## config.mk

```make
export PLATFORM = sky130hd
export DESIGN_NAME = apb_master
export DESIGN_NICKNAME = d
export VERILOG_FILES = /design/src/rtl/apb_master.sv
export SDC_FILE = /design/constraint.sdc
export NUM_CORES = 1
export LEC_CHECK = 0
export ABC_AREA = 0
export CORE_ASPECT_RATIO = 1.75
export CORE_MARGIN = 2
export CORE_UTILIZATION = 46
export CTS_BUF_LIST = sky130_fd_sc_hd__clkbuf_8
export CTS_CLUSTER_DIAMETER = 30
export CTS_CLUSTER_SIZE = 10
export DETAILED_ROUTE_END_ITERATION = 8
export PLACE_DENSITY = 0.86
export RECOVER_POWER = 50
export SLEW_MARGIN = 20
export SYNTH_ARGS = -nofsm -noshare
export SYNTH_HDL_FRONTEND = slang
export SYNTH_SLANG_ARGS = --single-unit
```

## constraint.sdc

```tcl
create_clock -name PCLK -period 2.2 [get_ports PCLK]
set_clock_uncertainty 0.1 [all_clocks]
set_input_delay 0.44 -clock PCLK [delete_from_list [all_inputs] [get_ports PCLK]]
set_output_delay 0.44 -clock PCLK [all_outputs]
set_load 0.03 [all_outputs]
```

## src/rtl/apb_master.sv

```systemverilog
// apb_master: command-to-APB bridge (cmd_* request in, APB PSEL/PENABLE/PWRITE/PADDR/PWDATA out, PRDATA/PREADY/PSLVERR in, rsp_* one-cycle completion out) with wait-state timeout
module apb_master #(
  parameter int AWIDTH  = 4,
  parameter int DWIDTH  = 8,
  parameter int TIMEOUT = 15
) (
  input  logic              PCLK,
  input  logic              PRESETn,
  input  logic              cmd_valid,
  output logic              cmd_ready,
  input  logic              cmd_write,
  input  logic [AWIDTH-1:0] cmd_addr,
  input  logic [DWIDTH-1:0] cmd_wdata,
  output logic              rsp_valid,
  output logic [DWIDTH-1:0] rsp_rdata,
  output logic              rsp_err,
  output logic              PSEL,
  output logic              PENABLE,
  output logic              PWRITE,
  output logic [AWIDTH-1:0] PADDR,
  output logic [DWIDTH-1:0] PWDATA,
  input  logic [DWIDTH-1:0] PRDATA,
  input  logic              PREADY,
  input  logic              PSLVERR
);
  localparam int CW = $clog2(TIMEOUT + 1);
  typedef enum logic [1:0] {IDLE, SETUP, ACCESS} state_t;
  state_t state, state_n;
  logic [CW-1:0] cnt;
  logic tmo, done;
  always_comb begin
    tmo = cnt == CW'(TIMEOUT);
    done = state == ACCESS && (PREADY || tmo);
    cmd_ready = state == IDLE;
    state_n = state == IDLE ? (cmd_valid ? SETUP : IDLE) : state == SETUP ? ACCESS : done ? IDLE : ACCESS;
  end
  always_ff @(posedge PCLK or negedge PRESETn) begin
    if (!PRESETn) begin
      state     <= IDLE;
      cnt       <= '0;
      PSEL      <= 1'b0;
      PENABLE   <= 1'b0;
      PWRITE    <= 1'b0;
      PADDR     <= '0;
      PWDATA    <= '0;
      rsp_valid <= 1'b0;
      rsp_rdata <= '0;
      rsp_err   <= 1'b0;
    end else begin
      state     <= state_n;
      PSEL      <= state_n != IDLE;
      PENABLE   <= state_n == ACCESS;
      rsp_valid <= done;
      cnt       <= state == ACCESS ? cnt + 1'b1 : '0;
      if (state == IDLE && cmd_valid) begin
        PWRITE <= cmd_write;
        PADDR  <= cmd_addr;
        PWDATA <= cmd_wdata;
      end
      if (done) begin
        rsp_err   <= !PREADY || PSLVERR;
        rsp_rdata <= (PREADY && !PWRITE) ? PRDATA : '0;
      end
    end
  end
endmodule

```

==> impl_metrics.toml <==
[routing]
vias = 837
drt_iter0_markers = 5
firstDrtPassIters = 2
detail-route-antenna-nets = 0
drc = 0
post_drt_wl_per_cell_um = 16.3
vias_per_cell = 5.20
drt-total-wl_um = 2620

[clocking]
cts_sinks = 31
cts_setup_buffers = 0
cts_tree = "yes"
clkTransAtPathRegs_ns = 0.06
cts_resized = 0
numCtsBuffers = 5
clkLatencyLatePin_ns = 0.28
cts_root_buf = "clkbuf_8"
hold_buffers = 0
htreeDepth = 2
clock_path_buffers = 2

[yosys]
yosysTopAreaCellShare_pct = 64.2
yosysWarnings = 0
synth_nets = 103
syn_inst = 76
ys_seq_area_share_pct = 64.2
synth.cell_area_um2 = 1210
yosys-top-cells-area = "dfrtp_1, mux2_4, a22o_1, mux2_2, nand2b_4"
syn_avg_cell_area_um2 = 15.9
ys_ff_latch = 31
synth_top_cell_by_area = "dfrtp_1"
ys_types = 19

[pwr]
leakage_uw = 0.000827
p_comb_share_pct = 43.9
vdd_drop_max_mv = 0.902
seqPwrFrac_pct = 36.2
power_density_nw_per_um2 = 1320
netSwitchingFraction_pct = 35.9
pwr-share-clk_pct = 19.9
power_switching_uw = 868
finalPower_uw = 2410
intPower_uw = 1550

[global_routing]
grt_first_pass_wirelength_um = 4280
busiest_layer = "met2"
gr-usage-met3_pct = 10.1
grt_overflow_total = 0
grt_max_degree = 32
grtUsageMet2_pct = 32.8
grt_pass1_vias = 975
grtUsageMet1_pct = 19.2
grt_usage_pct = 19.7
antenna_found_initial = 0

[critical_path]
end_kind = "output port"
cp_cell_sequence = "nor2_1 > clkdlybuf4s50_1"
arrival_ns = 1.52
crit_buf_inv = 1
worstPathRequired_ns = 1.66
r2r-end = "rsp_err$_DFFE_PN0P_"
cp-start-kind = "flop"
slowest_delay_ns = 0.69
rr_startpoint = "cnt[0]$_DFF_PN0_"
crit_start = "state[1]$_DFF_PN0_"
r2r_setup_slack_ns = 0.50
crit_fanout = 5
cp_slowest_cell = "clkdlybuf4s50_1"
r2r_cells = 5
crit_cells = 2
worstSetupPathType = "flop to output port"
crit_end = "cmd_ready"
critPathTopFamily = "buffers and inverters"

[status]
status = "finished, final reports clean"

[run]
cap_viol_max_count = 0

[placed_design]
post-dp-hpwl_um = 1980
port_buffers = 51
gp_congestion = 0.704

[floorplan]
core_area_um2 = 2490
design.die.area_um2 = 3070
fp.dieH_um = 71.8
rows = 24
top_level_ports = 52
start_util_pct = 48.4
die_width_um = 42.7

[finish]
nets = 161
areaGrowthSynthToFinish_pct = 51.3
diodes = 0
final_layout_size_suffix_gt1_share_pct = 16.3
fill_cells = 176

[min_path]
hold_class = "flop to flop"

[timing]
period_share_pct = 93.7
fmax_mhz = 485
setup_violations = 0
drv_slew = 0
relSlewSlack_pct = 52.0
period_minus_slack_ns = 2.06
grt_setup_unrepaired = "false"
hold_viol = 0
setup_tns_ns = 0
worst_slew_pin_slew_ns = 0.719
## worst min path at each step
| stage | depth (start not counted) | end | slack (ns) | startpoint |
|---|---|---|---|---|
| final | 1 | cnt[0]$_DFF_PN0_ | 0.38 | cnt[0]$_DFF_PN0_ |
| after global routing | 1 | cnt[0]$_DFF_PN0_ | 0.39 | cnt[0]$_DFF_PN0_ |
| after CTS | 1 | cnt[0]$_DFF_PN0_ | 0.38 | cnt[0]$_DFF_PN0_ |
| after detailed placement | 1 | cnt[0]$_DFF_PN0_ | 0.36 | cnt[0]$_DFF_PN0_ |
| after global placement | 1 | cnt[0]$_DFF_PN0_ | 0.34 | cnt[0]$_DFF_PN0_ |
| after floorplan | 0 | PADDR[0]$_DFFE_PN0P_ | 0.04 | PRESETn |
## metal layers
| layer | part of all wire, % | wire length, um |
|---|---|---|
| met2 | 53 | 1390 |
| met4 | 1.6 | 41 |
| met5 | 0 | 0 |
| met3 | 11 | 278 |
| met1 | 35 | 903 |
## placed cells by master (no fill, tap or decap), types with 2 or more instances in the layout
| cell | n |
|---|---|
| nand2b_1 | 2 |
| clkdlybuf4s50_1 | 49 |
| dfrtp_1 | 31 |
| mux2_4 | 6 |
| a22o_1 | 8 |
| mux2_1 | 3 |
| a21o_1 | 2 |
| clkbuf_8 | 7 |
| nor2_1 | 6 |
| mux2_2 | 4 |
| dlygate4sd3_1 | 2 |
| inv_1 | 4 |
## power by group through the flow
| stage | sequential (uW) | clock, uW | combinational, uW |
|---|---|---|---|
| after floorplan | 1210 | 0 | 282 |
| after detailed placement | 887 | 0 | 1090 |
| final | 875 | 479 | 1060 |
| after global placement | 874 | 0 | 1070 |
| after global routing | 897 | 518 | 1110 |
| after CTS | 884 | 495 | 1100 |
## cells by family after synthesis
group | synth area share [%]
flops | 64.2
mux | 14.9
compound gates | 8.50
simple gates | 7.05
buf+inv | 2.80
xor+xnor | 1.45
fa+ha+maj | 1.04
## stage by stage
stage	cell area, um^2	worst slack [ns]	instances	hold slack (ns)	util [%]
6_report	1830	0.139	161	0.381	73.3
5_1_grt	1830	0.105	161	0.395	73.3
4_1_cts	1860	0.0943	161	0.382	74.4
3_5_place_dp	1760	0.217	153	0.358	70.4
3_3_place_gp	1760	0.297	153	0.344	70.4
2_1_floorplan	1210	0.736	76	0.0444	-
## synthesized netlist by cell type
library cell and n:
a21o_1 2, nand3_1 1, inv_1 3, buf_6 2, nand2b_1 1, ha_1 1, mux2_2 4, or2_1 1
a22o_1 8, mux2_4 9, o32a_2 1, dfrtp_1 31, xnor2_1 1, a31oi_1 1, nor2_1 5, nor3_2 1
xor2_1 1, nor2_4 1, nand2b_4 2
## layout make-up
cell class	count	area (um^2)	share of cell area (%)
Sequential cell	31	776	42.5
Timing Repair Buffer	53	536	29.3
Multi-Input combinational cell	40	372	20.3
Clock buffer	7	96.3	5.27
Tap cell	26	32.5	1.78
Inverter	3	11.3	0.616
Clock inverter	1	3.75	0.205
## sequential cells by signal, indices dropped and copies added, names as in the netlist
| register | cells |
|---|---|
| PWDATA | 8 |
| rsp_rdata | 8 |
| PADDR | 4 |
| cnt | 4 |
| state | 2 |
| PENABLE | 1 |
| PSEL | 1 |
| PWRITE | 1 |
| rsp_err | 1 |
| rsp_valid | 1 |
No activity file was read; power rests on OpenSTA's default activity.
